### src/rtl/idct_transpose4.sv
// Ping-pong 4x4 transpose buffer between the row and column IDCT passes.
// Raster-order words in; one column per cycle out, lane k skewed by k-1 cycles.
module idct_transpose4 #(
  parameter int unsigned DW = 25
) (
  input  logic                 clk,
  input  logic                 reset,
  input  logic                 clear,
  input  logic                 in_valid,
  input  logic signed [DW-1:0] in_data,
  output logic                 in_ready,
  output logic                 out_valid,
  output logic                 out_last,
  output logic signed [DW-1:0] out_col_1,
  output logic signed [DW-1:0] out_col_2,
  output logic signed [DW-1:0] out_col_3,
  output logic signed [DW-1:0] out_col_4
);

  localparam int unsigned IDXW = 4;
  localparam int unsigned COLW = 2;

  typedef enum logic {IDLE, READ} state_t;

  state_t            state_q;
  logic [1:0]        full_q;
  logic              wr_bank_q;
  logic [IDXW-1:0]   wr_idx_q;
  logic              rd_bank_q;
  logic [COLW-1:0]   col_q;

  logic signed [DW-1:0] mem_q [2][4][4];
  logic signed [DW-1:0] rd_col [4];

  // Skew chains: stage 0 loads alongside out_col_1, the last stage is the lane output.
  logic signed [DW-1:0] lane2_q;
  logic signed [DW-1:0] lane3_q [2];
  logic signed [DW-1:0] lane4_q [3];

  logic accept;
  logic load;

  assign in_ready = !full_q[wr_bank_q];
  assign accept   = in_valid && in_ready && !clear;
  // A filled read bank is loaded on the very edge it is seen full, so IDLE adds no bubble.
  assign load     = !clear && ((state_q == READ) || full_q[rd_bank_q]);

  always_comb begin
    for (int r = 0; r < 4; r++) begin
      rd_col[r] = mem_q[rd_bank_q][2'(r)][col_q];
    end
  end

  // Storage has no reset; contents are only read once a bank is flagged full.
  always_ff @(posedge clk) begin
    if (accept) begin
      mem_q[wr_bank_q][wr_idx_q[3:2]][wr_idx_q[1:0]] <= in_data;
    end
  end

  always_ff @(posedge clk or negedge reset) begin
    if (!reset) begin
      state_q    <= IDLE;
      full_q     <= 2'b00;
      wr_bank_q  <= 1'b0;
      wr_idx_q   <= '0;
      rd_bank_q  <= 1'b0;
      col_q      <= '0;
      out_valid  <= 1'b0;
      out_last   <= 1'b0;
      out_col_1  <= '0;
      out_col_2  <= '0;
      out_col_3  <= '0;
      out_col_4  <= '0;
      lane2_q    <= '0;
      lane3_q[0] <= '0;
      lane3_q[1] <= '0;
      lane4_q[0] <= '0;
      lane4_q[1] <= '0;
      lane4_q[2] <= '0;
    end else begin
      out_valid  <= load;
      out_last   <= load && (col_q == COLW'(3));
      out_col_1  <= load ? rd_col[0] : '0;

      lane2_q    <= load ? rd_col[1] : '0;
      out_col_2  <= lane2_q;
      lane3_q[0] <= load ? rd_col[2] : '0;
      lane3_q[1] <= lane3_q[0];
      out_col_3  <= lane3_q[1];
      lane4_q[0] <= load ? rd_col[3] : '0;
      lane4_q[1] <= lane4_q[0];
      lane4_q[2] <= lane4_q[1];
      out_col_4  <= lane4_q[2];

      if (clear) begin
        state_q   <= IDLE;
        full_q    <= 2'b00;
        wr_bank_q <= 1'b0;
        wr_idx_q  <= '0;
        rd_bank_q <= 1'b0;
        col_q     <= '0;
      end else begin
        if (accept) begin
          wr_idx_q <= wr_idx_q + IDXW'(1);
          if (wr_idx_q == IDXW'(15)) begin
            full_q[wr_bank_q] <= 1'b1;
            wr_bank_q         <= ~wr_bank_q;
          end
        end
        // Write and read never target the same bank, so both flag updates may land together.
        if (load) begin
          if (col_q == COLW'(3)) begin
            full_q[rd_bank_q] <= 1'b0;
            rd_bank_q         <= ~rd_bank_q;
            col_q             <= '0;
            state_q           <= full_q[~rd_bank_q] ? READ : IDLE;
          end else begin
            col_q   <= col_q + COLW'(1);
            state_q <= READ;
          end
        end
      end
    end
  end

endmodule

### config.mk
export PLATFORM = sky130hd
export DESIGN_NAME = idct_transpose4
export DESIGN_NICKNAME = d
export VERILOG_FILES = /design/src/rtl/idct_transpose4.sv
export SDC_FILE = /design/constraint.sdc
export NUM_CORES = 1
export LEC_CHECK = 0
export CAP_MARGIN = 20
export CORE_MARGIN = 1
export CORE_UTILIZATION = 58
export CTS_CLUSTER_SIZE = 40
export DETAILED_ROUTE_END_ITERATION = 10
export HOLD_SLACK_MARGIN = 0.08
export PLACE_DENSITY_LB_ADDON = 0.2
export SYNTH_ARGS = -nofsm -noshare
export SYNTH_HDL_FRONTEND = slang
export SYNTH_SLANG_ARGS = --single-unit
### constraint.sdc
create_clock -name clk -period 3 [get_ports clk]
set_clock_uncertainty 0.1 [all_clocks]
set_input_delay 0.3 -clock clk [delete_from_list [all_inputs] [get_ports clk]]
set_output_delay 0.3 -clock clk [all_outputs]
set_load 0.02 [all_outputs]
* Yosys cells after proc, flatten, opt, wreduce, memory -nomap -nowiden
Memory sizes are Yosys's and may differ from the RTL's. Cells that the tools add are included.
Storage, ports and cells: bits in registers 188, RAM bits 800, input bits 29, logic and storage cells 104, memories 1
Operators by class: add/subtract/negate cells 2, order comparisons 10, equal/unequal tests 2, muxes and demuxes 49, bitwise logic cells 8, reduce and logical (&&, ||, !) cells 17
Memories:
- mem_q | depth 2, bits a word 400, read ports 1, clocked after memory_dff 0, wr ports 1, line 32 | logic signed [DW-1:0] mem_q [2][4][4];
Operators by type and width (number):
- $mux 400 | 1
- $mux 25 | 10
- $demux 100 s2 | 1
- $bmux 25 s2 | 3
- $mux 100 | 1
- $demux 25 s2 | 1
- $mux 1 | 19
- $mux 2 | 9
- $ge 3x3->1 const B | 3
- $not 2->3 | 3
- $logic_and 1x1->1 | 8
- $mux 4 | 2
- $reduce_bool 2->1 | 4
- $lt 1x2->1 const B | 3
- $lt 3x1->1 const B | 2
- $add 4x1->4 const B | 1
- $eq 4x4->1 const B | 1
- $reduce_and 2->1 | 2
- $add 2x1->2 const B | 1
- $and 2x2->2 | 1
- $demux 1 s1 | 2
- $eq 2x2->1 const B | 1
- $ge 1x1->1 const B | 2
- $logic_not 1->1 | 2
- other kinds (4) | 5

* Depth between registers and ports, before layout
Gate-level depths: netlist of the first run.
depth in word-level cells 12, depth in mapped cells 6, depth with buffers taken out 4

* Worst setup path before layout of the first run
OpenSTA, ideal clock, no wires.
path type flip-flop to flip-flop, start register wr_bank_q, end memory mem_q[0][300] (netlist bit), enable pin, arrival time 2172 ps, path slack 321 ps, stages on the path, launching flop included 5, clock period less this slack 2679 ps, cells stage by stage dfrtp_1 > mux2_4 > inv_2 > nand3_1 > nor2_1
On the way: cells in the longest elaborated chain, start to end 7
Ends and longest elaborated chain:
- start, declared | line 27 | logic wr_bank_q;
- start signal, assigned | line 108 | wr_bank_q <= ~wr_bank_q;
- $mux 1 (not written as such) (2 in a row) | line 43 | assign in_ready = !full_q[wr_bank_q];
- $logic_not 1->1 | line 43
- via in_ready | line 11 | output logic in_ready,
- $logic_and 1x1->1 (2 in a row) | line 44 | assign accept = in_valid && in_ready && !clear;
- $mux 1 | line 56 | if (accept) begin
- $mux 400 (not written as such) | line 57 | mem_q[wr_bank_q][wr_idx_q[3:2]][wr_idx_q[1:0]] <= in_data;
- end, declared | line 32
The timed path passes the listed nets, and every way through them passes these cells. The select of a mux whose other input is x is not followed.

* Worst setup path after layout of the first run
start register wr_bank_q, end output port in_ready
On the way: cells in the longest elaborated chain, start to end 3
Ends and longest elaborated chain (line):
- $mux 1 (not written as such) (2 in a row) | 43
- $logic_not 1->1 | 43
- end, declared | 11
Every way passes these cells. The select of a mux whose other input is x is not followed.

==> results of run 1 <==
## sequential cells by signal, indices dropped and copies added, names as in the netlist
register   cells
wr_idx_q       4
out_col_1     25
lane2_q       25
state_q        1
rd_bank_q      1
out_col_2     25
mem_q        400
full_q         2
out_last       1
out_valid      1
wr_bank_q      1
col_q          2
## worst max-delay path by stage
| stage | end | slack [ps] | cells after the start |
|---|---|---|---|
| CTS | in_ready | 450 | 3 |
| finish | in_ready | 470 | 3 |
| global route | in_ready | 410 | 3 |
| floorplan | mem_q[0][300]$_DFFE_PP_ | 320 | 4 |
| detailed placement | mem_q[1][356]$_DFFE_PP_ | 440 | 5 |
| global placement | mem_q[1][316]$_DFFE_PP_ | 490 | 6 |
## what timing repair did
action / CTS / global route
endpoints found under the hold margin: 42 / 0
hold buffers: 1 / 0
gates resized for setup: 0 / 0
## metal layers
layer	wire length [µm]	vias to the layer above	part of all wire, %
li1	-	4113	-
met1	15140	4680	41
met2	19580	280	52
met3	1559	68	4.2
met4	1099	0	2.9
met5	0	-	0
## cell usage in the layout, fill, tap and decap left out, types with 2 or more instances in the layout
cell and n:
o21ai_0 2, nor2b_4 2, nor2_1 7, nand3_1 11
clkinv_8 2, clkbuf_1 12, clkinvlp_4 3, nor3_1 3
clkbuf_8 12, clkbuf_16 48, nor2_2 16, buf_4 22
inv_1 5, edfxtp_1 400, or3_1 2, mux2i_1 201
clkdlybuf4s50_1 80, a21oi_1 6, clkinv_2 8, and3_1 50
ha_1 5, nor2b_1 4, mux2_1 4, dfrtp_1 87
buf_12 16, o21ai_1 2, a22oi_1 100, conb_1 50
## where the power goes
group          internal (mW)  total (mW)  leakage (nW)  switching (mW)
Sequential              7.37        7.38          4.83         0.00986
Clock                   3.33        5.70         0.752            2.37
Combinational         0.0661       0.307          1.67           0.241
## critical path: cells and delay by family (launching register included)
| kind | cells | cell delay, ps |
|---|---|---|
| mux | 1 | 350 |
| flops | 1 | 460 |
| buf+inv | 2 | 780 |
## layout make-up
class                           count  area [µm²]
Sequential cell                   488       14220
Fill cell                        2005       10090
Multi-Input combinational cell    479        3812
Clock buffer                       72        1411
Timing Repair Buffer              119        1296
Tap cell                          402       503.0
Clock inverter                     14       125.1
Inverter                            6       22.52
## kinds of logic (layout without fill, tap and decap cells)
kind of cell,after synthesis,after routing
AO/OA/AOI/OAI,115,115
buffers and inverters,109,211
multiplexers,207,207
AND/OR/NAND/NOR,102,102
flip-flops,488,488
adder cells (fa/ha/maj),5,5
other,1,50
==> impl_metrics.tcl, run 1 <==
set metrics [dict create \
    peakVddDrop_mv 0.5572 \
    finalNonFillerCells 1580 \
    final_core_util_pct 67.95 \
    core_area_mm2 0.03147 \
    endpoint_kind "primary output" \
    grt_use_total_pct 23.49 \
    postRouteAntennaNets 0 \
    synth-edff-count 400 \
    synth_compound_area_share_pct 4.582 \
    antenna_found_initial 0 \
    post-dp-hpwl_mm 22.80 \
    clkSlewWorstSetupHoldPaths_ps 60 \
    met2_usage_pct 41.27 \
    hold_viol 0 \
    synth-adder-area-share_pct 0.3374 \
    synth_area_leaders "edfxtp_1 (65%), dfrtp_1 (12%), mux2i_1 (11%)" \
    tritoncts "done" \
    overflow 0 \
    place_congestion 0.8109 \
    r2r_end "mem_q[1][373]$_DFFE_PP_" \
    die_w_um 180.8 \
    cts-htree-levels 2 \
    start_util_pct 58.91 \
    cp.arrival_ps 2130 \
    async_flop_share_pct 18.03 \
    diodes 0 \
    busiest_layer "met2" \
    min_path_type "in2async" \
    seq_area_frac_synth_pct 76.66 \
    drc 0 \
    syn_avg_cell_area_um2 18.05 \
    synth_top_cell_by_area "edfxtp_1" \
    setup_ws_ps 469.3 \
    grt_setup_unrepaired "false" \
    wl_per_cell_um 23.66 \
    grtUsageMet3_pct 3.165 \
    synth-simple-area-share_pct 3.037 \
    relSlewSlack_pct 41.38 \
    placed_area_mm2 0.01984 \
    path_cells "mux2_4 > inv_2 > clkdlybuf4s50_1" \
    crit_start "wr_bank_q$_DFFE_PN0P_" \
    fin_tns_setup_ps 0 \
    vias 9141 \
    grt_pass1_wl_mm 56.24 \
    slew_viol_final 0 \
    dr.pass1.iters 5 \
    routed_wl_mm 37.39 \
    vias_per_cell 5.785 \
    yosysMostFrequentCell "edfxtp_1" \
    slowest_stage "clkdlybuf4s50_1" \
    drt-initial-drc-count 830 \
    dieArea_mm2 0.03269 \
    fin_area_mm2 0.02139 \
    whs_ps 211.4 \
    clock_latency_ps 560 \
    grt_max_degree 61 \
    cts_setup_buffers 0 \
    tightest_slew_ps 876.5 \
    status "finished, final reports clean" \
    synth_top_area_share_pct 64.79 \
    die_y_um 180.8 \
    row_count 65 \
    min_period_ps 2531 \
    dp.cells 1493 \
    grt_pass1_vias 9216 \
    pre_cts_slack_ps 438.0 \
    ys_seq_elements 488 \
    crit_required_ps 2600 \
    max_freq_mhz 395.1 \
    r2r_slack_ps 610 \
    final_nets 1175 \
    critical_path_class "reg2out" \
    io_buffer_count 81 \
    drive_gt1_share_pct 11.63 \
    clk_path_buf_depth 3 \
    startpoint_type "register" \
    timing.final.crit_share_pct 84.36 \
    clkSinkCount 488 \
    cts_buffers 47 \
    p_leak_nw 7.248 \
    muxShareOfSynthArea_pct 11.25 \
    critical-path-max-stage-delay_ps 630 \
    synthCells 1027 \
    cts-root-buf "clkbuf_16" \
    synth-xor-area-share_pct 0 \
    yosys_warnings 0 \
    r2r_cells 5 \
    finalSetupViolCount 0 \
    synthFlopType "edfxtp_1" \
    syn2layout_area_growth_pct 15.36 \
    synth_area_mm2 0.01854 \
    reg2reg_from "wr_bank_q$_DFFE_PN0P_" \
    cellPowerDensity_mw_per_mm2 626.3 \
    ios 132 \
    max_cap_viol_count 0 \
    synth_top_family_by_area "multiplexers" \
    power_mw 13.40 \
    synth.distinct_cells 38 \
    worstPathMaxFanout 8 \
    grt_use_met1_pct 30.15 \
    synth_common_cells "edfxtp_1 (400), mux2i_1 (201), a22oi_1 (100)" \
]
Power figures use the tool's default switching activity.
==> run 2: changes to the inputs <==
clock period = 2.35 ns   (was 3 ns; I/O delays follow)
==> impl_metrics.tcl, run 2 (synthesis gave the netlist of run 1 again) <==
set metrics [dict create \
    final_nets 1204 \
    postRouteAntennaNets 0 \
    die_y_um 180.8 \
    seq_area_mm2 0.01422 \
    slowest_stage "dfrtp_1" \
    cts-htree-levels 2 \
    relSlewSlack_pct 46.07 \
    vias 9281 \
    power_mw 17.55 \
    largest_reg_flops 400 \
    slew_viol_final 0 \
    worstPathMaxFanout 8 \
    clkSlewWorstSetupHoldPaths_ps 60 \
    setup_ws_ps 111.1 \
    clock_latency_ps 550 \
    hold_viol 0 \
    syn2layout_area_growth_pct 17.37 \
    peakVddDrop_mv 0.6297 \
    grt_max_degree 51 \
    r2r_cells 6 \
    ios 132 \
    critical_path_class "reg2out" \
    drc 0 \
    diodes 0 \
    min_period_ps 2239 \
    multi_input_area_mm2 0.003812 \
    grt_setup_unrepaired "false" \
    overflow 0 \
    tritoncts "done" \
    p_leak_nw 7.445 \
    grt_pass1_vias 9249 \
    timing.final.crit_share_pct 95.27 \
    final_cell_mix "edfxtp_1 (400), mux2i_1 (201), a22oi_1 (100)" \
    finalSetupViolCount 0 \
    grt_pass1_wl_mm 55.21 \
    core_area_mm2 0.03147 \
    drive_gt1_share_pct 13.88 \
    path_cells "mux2_4 > inv_2 > dlygate4sd2_1" \
    place_congestion 0.7829 \
    fin_tns_setup_ps 0 \
    cts-root-buf "clkbuf_16" \
    start_util_pct 58.91 \
    startpoint_type "register" \
    post-dp-hpwl_mm 21.95 \
    drt-initial-drc-count 756 \
    routed_wl_mm 36.60 \
    pre_cts_slack_ps 216.7 \
    endpoint_kind "primary output" \
    wl_per_cell_um 22.71 \
    die_w_um 180.8 \
    io_buffer_count 81 \
    critical-path-max-stage-delay_ps 450 \
    antenna_found_initial 0 \
    dr.pass1.iters 5 \
    tightest_slew_ps 806.5 \
    fillCellCount 1968 \
    status "finished, final reports clean" \
    cts_buffers 48 \
    crit_required_ps 2020 \
    cellPowerDensity_mw_per_mm2 806.4 \
    dieArea_mm2 0.03269 \
    vias_per_cell 5.757 \
    whs_ps 102.8 \
    cp.arrival_ps 1900 \
    max_freq_mhz 446.6 \
    final_common_cell "edfxtp_1" \
    clk_path_buf_depth 3 \
    max_cap_viol_count 0 \
    row_count 65 \
    min_path_type "in2async" \
    clkSinkCount 488 \
    grt_use_total_pct 22.76 \
]
==> run 2: stage by stage <==
stage | std cells | utilization [%] | area [µm²]
final | 1612 | 69.14 | 21760
after floorplan | 1076 | - | 18720
after CTS | 1612 | 69.14 | 21760
after detailed placement | 1521 | 63.95 | 20130
after global routing | 1612 | 69.14 | 21760
after global placement | 1521 | 63.95 | 20130
==> run 2: area by class of cell <==
type | count | area share [%]
sequential | 488 | 65.33
multi-input combinational | 479 | 17.52
timing repair buffer | 147 | 7.262
clock buffer | 62 | 6.089
tap | 402 | 2.311
clock inverter | 28 | 1.380
inverter | 6 | 0.1035
==> run 2: power by group <==
part	internal (mW)	leakage (nW)	switching, mW
Sequential	9.41	4.83	0.0123
Clock	4.65	0.802	3.08
Combinational	0.0985	1.81	0.301
==> run 2: worst max-delay path, delay by kind of cell, from the launching register on <==
family                 cells  cell delay (ps)
flip-flops                 1              450
buffers and inverters      2              540
multiplexers               1              360
==> run 2: path summary, 6_finish.rpt <==
kind	start	slack (ps)	end
max	wr_bank_q$_DFFE_PN0P_	110	in_ready
max reg2reg	wr_bank_q$_DFFE_PN0P_	320	mem_q[1][307]$_DFFE_PP_
max in group asynchronous	reset	1420	lane2_q[10]$_DFF_PN0_
min in group clk	lane2_q[13]$_DFF_PN0_	250	out_col_2[13]$_DFF_PN0_
min	reset	100	out_col_2[22]$_DFF_PN0_
min reg2reg	lane2_q[13]$_DFF_PN0_	250	out_col_2[13]$_DFF_PN0_
==> run 2: routing by layer <==
metal	global-route usage, %	up-vias	wire (µm)
met4	5.573	0	487
met1	32.73	4723	15860
met5	0	-	0
met2	37.10	337	18040
li1	-	4184	-
met3	3.265	37	2218
==> run 2: what timing repair did <==
action | 4_1_cts | 5_1_grt
gates resized for setup | 1 | 0
setup endpoints to repair | 1 | 0
hold buffers | 1 | 0
endpoints found under the hold margin | 88 | 0
setup buffers | 0 | 0
